$ cat src/rtl/bus_arbiter.sv
// Two-master / one-slave femto bus arbiter: registered grant held for a whole transaction,
// fault termination on no-slave decode or timeout. Define BUS_ARB_ROUND_ROBIN_EN for round-robin tie-breaking.
module bus_arbiter #(
    parameter int XLEN           = 32,
    parameter int BUS_WIDTH      = 32,
    parameter int BUS_ACC_CNT    = 4,
    parameter int TIMEOUT_CYCLES = 255,
    parameter int PRIO_M1        = 1
) (
    input  logic                                          clk,
    input  logic                                          rst,
    input  logic                                          m0_req,
    input  logic [XLEN-1:0]                               m0_addr,
    input  logic                                          m0_w_rb,
    input  logic [((BUS_ACC_CNT > 1) ? $clog2(BUS_ACC_CNT) : 1)-1:0] m0_acc,
    input  logic [BUS_WIDTH-1:0]                          m0_wdata,
    output logic                                          m0_resp,
    output logic [BUS_WIDTH-1:0]                          m0_rdata,
    output logic                                          m0_fault,
    input  logic                                          m1_req,
    input  logic [XLEN-1:0]                               m1_addr,
    input  logic                                          m1_w_rb,
    input  logic [((BUS_ACC_CNT > 1) ? $clog2(BUS_ACC_CNT) : 1)-1:0] m1_acc,
    input  logic [BUS_WIDTH-1:0]                          m1_wdata,
    output logic                                          m1_resp,
    output logic [BUS_WIDTH-1:0]                          m1_rdata,
    output logic                                          m1_fault,
    output logic                                          s_req,
    output logic [XLEN-1:0]                               s_addr,
    output logic                                          s_w_rb,
    output logic [((BUS_ACC_CNT > 1) ? $clog2(BUS_ACC_CNT) : 1)-1:0] s_acc,
    output logic [BUS_WIDTH-1:0]                          s_wdata,
    input  logic                                          s_resp,
    input  logic [BUS_WIDTH-1:0]                          s_rdata,
    input  logic                                          s_fault,
    input  logic                                          s_bus_fault,
    output logic                                          timeout
);
    localparam int TMO_W = (TIMEOUT_CYCLES > 0) ? $clog2(TIMEOUT_CYCLES + 1) : 1;
    localparam logic [TMO_W-1:0] TMO_LAST = (TIMEOUT_CYCLES > 0) ? TMO_W'(TIMEOUT_CYCLES - 1) : '0;

    typedef enum logic {IDLE, BUSY} state_t;

    state_t             state_q, state_d;
    logic               grant_q, grant_d;
    logic [TMO_W-1:0]   tmo_cnt_q, tmo_cnt_d;
    logic               timeout_q, timeout_d;
`ifdef BUS_ARB_ROUND_ROBIN_EN
    logic               last_q, last_d;
`endif

    logic               busy, sel_req, hit_tmo, done, winner, fault_v;
    logic [BUS_WIDTH-1:0] rdata_v;

    assign busy    = (state_q == BUSY);
    assign sel_req = grant_q ? m1_req : m0_req;
    assign hit_tmo = (TIMEOUT_CYCLES != 0) && (tmo_cnt_q == TMO_LAST);
    assign done    = busy & (s_resp | s_bus_fault | hit_tmo);

    // Slave response wins over a decode fault, which wins over the timeout abort.
    assign rdata_v = s_resp ? s_rdata : '0;
    assign fault_v = s_resp ? s_fault : 1'b1;

    assign s_req   = busy & sel_req;
    assign s_addr  = rst ? '0 : (grant_q ? m1_addr  : m0_addr);
    assign s_w_rb  = rst ? '0 : (grant_q ? m1_w_rb  : m0_w_rb);
    assign s_acc   = rst ? '0 : (grant_q ? m1_acc   : m0_acc);
    assign s_wdata = rst ? '0 : (grant_q ? m1_wdata : m0_wdata);

    assign m0_resp  = done & ~grant_q;
    assign m1_resp  = done &  grant_q;
    assign m0_rdata = m0_resp ? rdata_v : '0;
    assign m1_rdata = m1_resp ? rdata_v : '0;
    assign m0_fault = m0_resp & fault_v;
    assign m1_fault = m1_resp & fault_v;
    assign timeout  = timeout_q;

`ifdef BUS_ARB_ROUND_ROBIN_EN
    assign winner = (m0_req & m1_req) ? ~last_q : m1_req;
`else
    assign winner = (m0_req & m1_req) ? (PRIO_M1 != 0) : m1_req;
`endif

    always_comb begin
        state_d   = state_q;
        grant_d   = grant_q;
        tmo_cnt_d = tmo_cnt_q;
        timeout_d = timeout_q;
`ifdef BUS_ARB_ROUND_ROBIN_EN
        last_d    = last_q;
`endif
        case (state_q)
            IDLE: begin
                if (m0_req | m1_req) begin
                    state_d   = BUSY;
                    grant_d   = winner;
                    tmo_cnt_d = '0;
`ifdef BUS_ARB_ROUND_ROBIN_EN
                    last_d    = winner;
`endif
                end
            end
            BUSY: begin
                if (done) begin
                    state_d   = IDLE;
                    tmo_cnt_d = '0;
                    if (!s_resp && !s_bus_fault) timeout_d = 1'b1;
                end else if (TIMEOUT_CYCLES != 0) begin
                    tmo_cnt_d = tmo_cnt_q + TMO_W'(1);
                end
            end
            default: state_d = IDLE;
        endcase
    end

    always_ff @(posedge clk or posedge rst) begin
        if (rst) begin
            state_q   <= IDLE;
            grant_q   <= 1'b0;
            tmo_cnt_q <= '0;
            timeout_q <= 1'b0;
`ifdef BUS_ARB_ROUND_ROBIN_EN
            last_q    <= 1'b1;
`endif
        end else begin
            state_q   <= state_d;
            grant_q   <= grant_d;
            tmo_cnt_q <= tmo_cnt_d;
            timeout_q <= timeout_d;
`ifdef BUS_ARB_ROUND_ROBIN_EN
            last_q    <= last_d;
`endif
        end
    end

endmodule

$ cat config.mk
export PLATFORM = sky130hd
export DESIGN_NAME = bus_arbiter
export DESIGN_NICKNAME = d
export VERILOG_FILES = /design/src/rtl/bus_arbiter.sv
export SDC_FILE = /design/constraint.sdc
export NUM_CORES = 1
export LEC_CHECK = 0
export CORE_AREA = 2 2 121 123
export DETAILED_ROUTE_END_ITERATION = 10
export DIE_AREA = 0 0 123 125
export HOLD_SLACK_MARGIN = 0.12
export SKIP_CTS_REPAIR_TIMING = 1
export SLEW_MARGIN = 0
export SYNTH_ARGS = -nofsm -noshare
export SYNTH_HDL_FRONTEND = slang
export SYNTH_SLANG_ARGS = --single-unit
$ cat constraint.sdc
create_clock -name clk -period 2.2 [get_ports clk]
set_input_delay 0.66 -clock clk [delete_from_list [all_inputs] [get_ports clk]]
set_output_delay 0.66 -clock clk [all_outputs]
set_load 0.01 [all_outputs]
==> summary.md <==
| Metric | Value |
|---|---|
| Worst EP arrival | 1.85 ns |
| Die Height | 125 um |
| Initial core utilization | 0.146 |
| CTS Buf Count | 3 |
| Die width | 123 um |
| RSZ-0062 raised after global routing | true |
| Crit path max fanout | 20 |
| Drt first-iter violations | 80 |
| H-tree depth | 1 |
| NetSw | 866 uW |
| Vias | 3262 |
| Critical Path End Type | primary output |
| # clock sinks | 11 |
| Grt ovf | 0 |
| Area Growth Syn to Fin | 191% |
| Initial antenna violation count | 1 |
| Sw frac | 0.352 |
| Top FF cell, synth | dfrtp_1 |
| Min-Delay Path Class | reg -> reg |
| Power Density | 406 mW/mm^2 |
| Worst Hold Margin | 0.498 ns |
| CTS tree | built |
| Reg2Reg Setup Slack | 0.64 ns |
| Leading post-synthesis cells by cell area | mux2i_1 (33%), and2_1 (20%), nor2_1 (13%), dfrtp_1 (13%), clkbuf_1 (2.3%) |
| Final hold violations | 0 |
| Crit path launch type | register |
| Grt met2 use | 0.254 |
| Final Setup Violations | 5 |
| Commonest cells post-synth | nor2_1 (74), mux2i_1 (68), and2_1 (65) |
| Core ar. | 0.0142 sq mm |
| Most numerous cell in the Yosys netlist | nor2_1 |
| Synth warnings | 0 |
| Largest net degree at the start of global routing | 40 |
| Max-slew violation count | 0 |
| Reg clk slew, reported paths | 0.04 ns |
| DRC violations left | 0 |
| Root buf cell | clkbuf_16 |
| Period Utilization, post-route | 1.14 |
| Post-synthesis cell count | 292 |
| Worst skew pair latency | 0.24 ns |
| Setup slack at placement | -0.786 ns |
| Ratio of cells with drive above 1 in the final layout | 0.137 |
| Worst slew pin tran | 0.450 ns |
| Layout Nets | 798 |
| Crit path time final | 2.51 ns |
| Max Buffers Root-to-Sink | 2 |
| GR Util met3 | 0.0214 |
| Status | finished, violations left |
| # rows | 44 |
| GR peak layer | met2 |
| Flop pwr share | 0.096 |
| Post-Route WL | 11700 um |
| Ys async rst share | 1.00 |
| Port Buf Inserts | 309 |
| Fmax | 0.399 GHz |
| Synth Cell Area | 0.00208 sq mm |
| Post-synth top area cell | mux2i_1 |
| Detailed-placement wirelength estimate | 9630 um |
| Vias in the first global route | 3216 |
| Max VDD drop | 0.295 mV |
| Met1 Use GR | 0.150 |
| Die area | 0.0154 sq mm |
| Leakage | 0.00431 uW |
| Post-layout util | 0.426 |
| Register area | 279 sq um |
| Fin Setup TNS | -0.936 ns |
| Comb pwr share | 0.767 |
| Drt via density | 4.04 |
| Setup ws final | -0.309 ns |
| Post-Syn Nets | 467 |
| Setup CP Type | reg -> out |
| Ports | 310 |
| Max_slew headroom | 0.700 |
| Synth unique cells | 29 |
| Internal power | 1590 uW |
| First-pass GRT wire length | 16500 um |
| Drt first pass iters | 4 |
| Synth Register Bits | 11 |
| Clk pwr share | 0.136 |
| Final weighted congestion in routability-driven placement | 0.870 |
| Sequential area share after synthesis | 0.132 |
| Area occupied by multi-input gates | 0.00177 sq mm |
| Post-synth EDFFs | 0 |
| Critical path data required time | 1.54 ns |
| Max-Cap Viols | 0 |
| Final Skew | 0.00250 ns |
| Synthesized area per cell | 7.12 sq um |
| Failing checks | setup timing |
| Routed length per placed instance | 14.5 um |
| Yosys top cell area share | 0.328 |
| Fill cells | 1437 |
| Remaining antenna violation count | 0 |
| Gr usage total | 0.131 |
==> state kept, by name, summed over array words and instances, names as in the netlist <==
signal,cells
tmo_cnt_q,8
timeout,1
busy,1
grant_q,1
==> per-layer routing <==
metal  vias to the layer above  wire [um]
li1                       1642          -
met1                      1480       4430
met2                       124       6250
met3                        16        777
met4                         0        221
met5                         -          0
==> per-stage QoR <==
stage	cells	area, sq um	total power [uW]
finish	807	6060	2460
global route	807	6060	2620
CTS	802	5750	2530
detailed placement	798	5670	2180
global placement	798	5670	2160
floorplan	292	2080	1030
==> cell usage in the layout, fill, tap and decap left out, types with 2 or more instances in the layout <==
cell,count
a21oi_1,4
and2_1,65
nor2_1,73
buf_4,26
o21ai_0,4
buf_2,7
clkdlybuf4s50_1,171
nor3_1,3
buf_12,8
buf_8,2
inv_2,2
a21o_1,3
nor4_1,3
mux2i_2,3
buf_6,3
mux2i_1,64
a31oi_1,2
nand2_1,5
nand3_1,4
nor3_2,2
a41o_1,2
dfrtp_1,10
clkbuf_16,3
and3_4,2
inv_1,3
dlymetal6s2s_1,114
clkbuf_2,17
o21ai_1,2
==> path summary, 6_finish.rpt <==
check,to,startpoint,cells after the start
min in group asynchronous,tmo_cnt_q[4],rst,3
setup / recovery,m0_rdata[23],grant_q,5
hold / removal,timeout,timeout,1
max in group asynchronous,grant_q,rst,3
setup reg to reg,tmo_cnt_q[4],tmo_cnt_q[0],7
hold reg to reg,timeout,timeout,1
==> power by group through the flow <==
| stage | sequential, uW | combinational [uW] | clock [uW] |
|---|---|---|---|
| 6_report | 236 | 1890 | 336 |
| 5_1_grt | 239 | 2030 | 354 |
| 4_1_cts | 235 | 1960 | 341 |
| 3_5_place_dp | 238 | 1950 | 0 |
| 3_3_place_gp | 236 | 1930 | 0 |
| 2_1_floorplan | 228 | 804 | 0 |
==> cell families (layout without fill, tap and decap cells) <==
family,after synthesis,count (layout),synth area share
multiplexers,68,68,0.328
adder cells (fa/ha/maj),2,2,0.0120
flip-flops,11,11,0.132
AO/OA/AOI/OAI,20,20,0.0686
other,0,1,0
buffers and inverters,27,357,0.0536
AND/OR/NAND/NOR,164,164,0.406
==> cell type report <==
type                            instances  share of cell area
Timing Repair Buffer                  348               0.607
Clock buffer                            3              0.0124
Sequential cell                        11              0.0461
Inverter                                5             0.00310
Tap cell                              184              0.0380
Multi-Input combinational cell        254               0.292
Clock inverter                          1            0.000826
Antenna cell                            1            0.000413
==> worst max-delay path, cell delays in order, from the launching register on <==
cell	delay, ns
dfrtp_4	0.51
inv_2	0.07
and3_4	0.20
buf_8	0.15
and2_1	0.13
clkdlybuf4s50_1	0.55
Note: power is estimated with default switching activity, not from simulation.
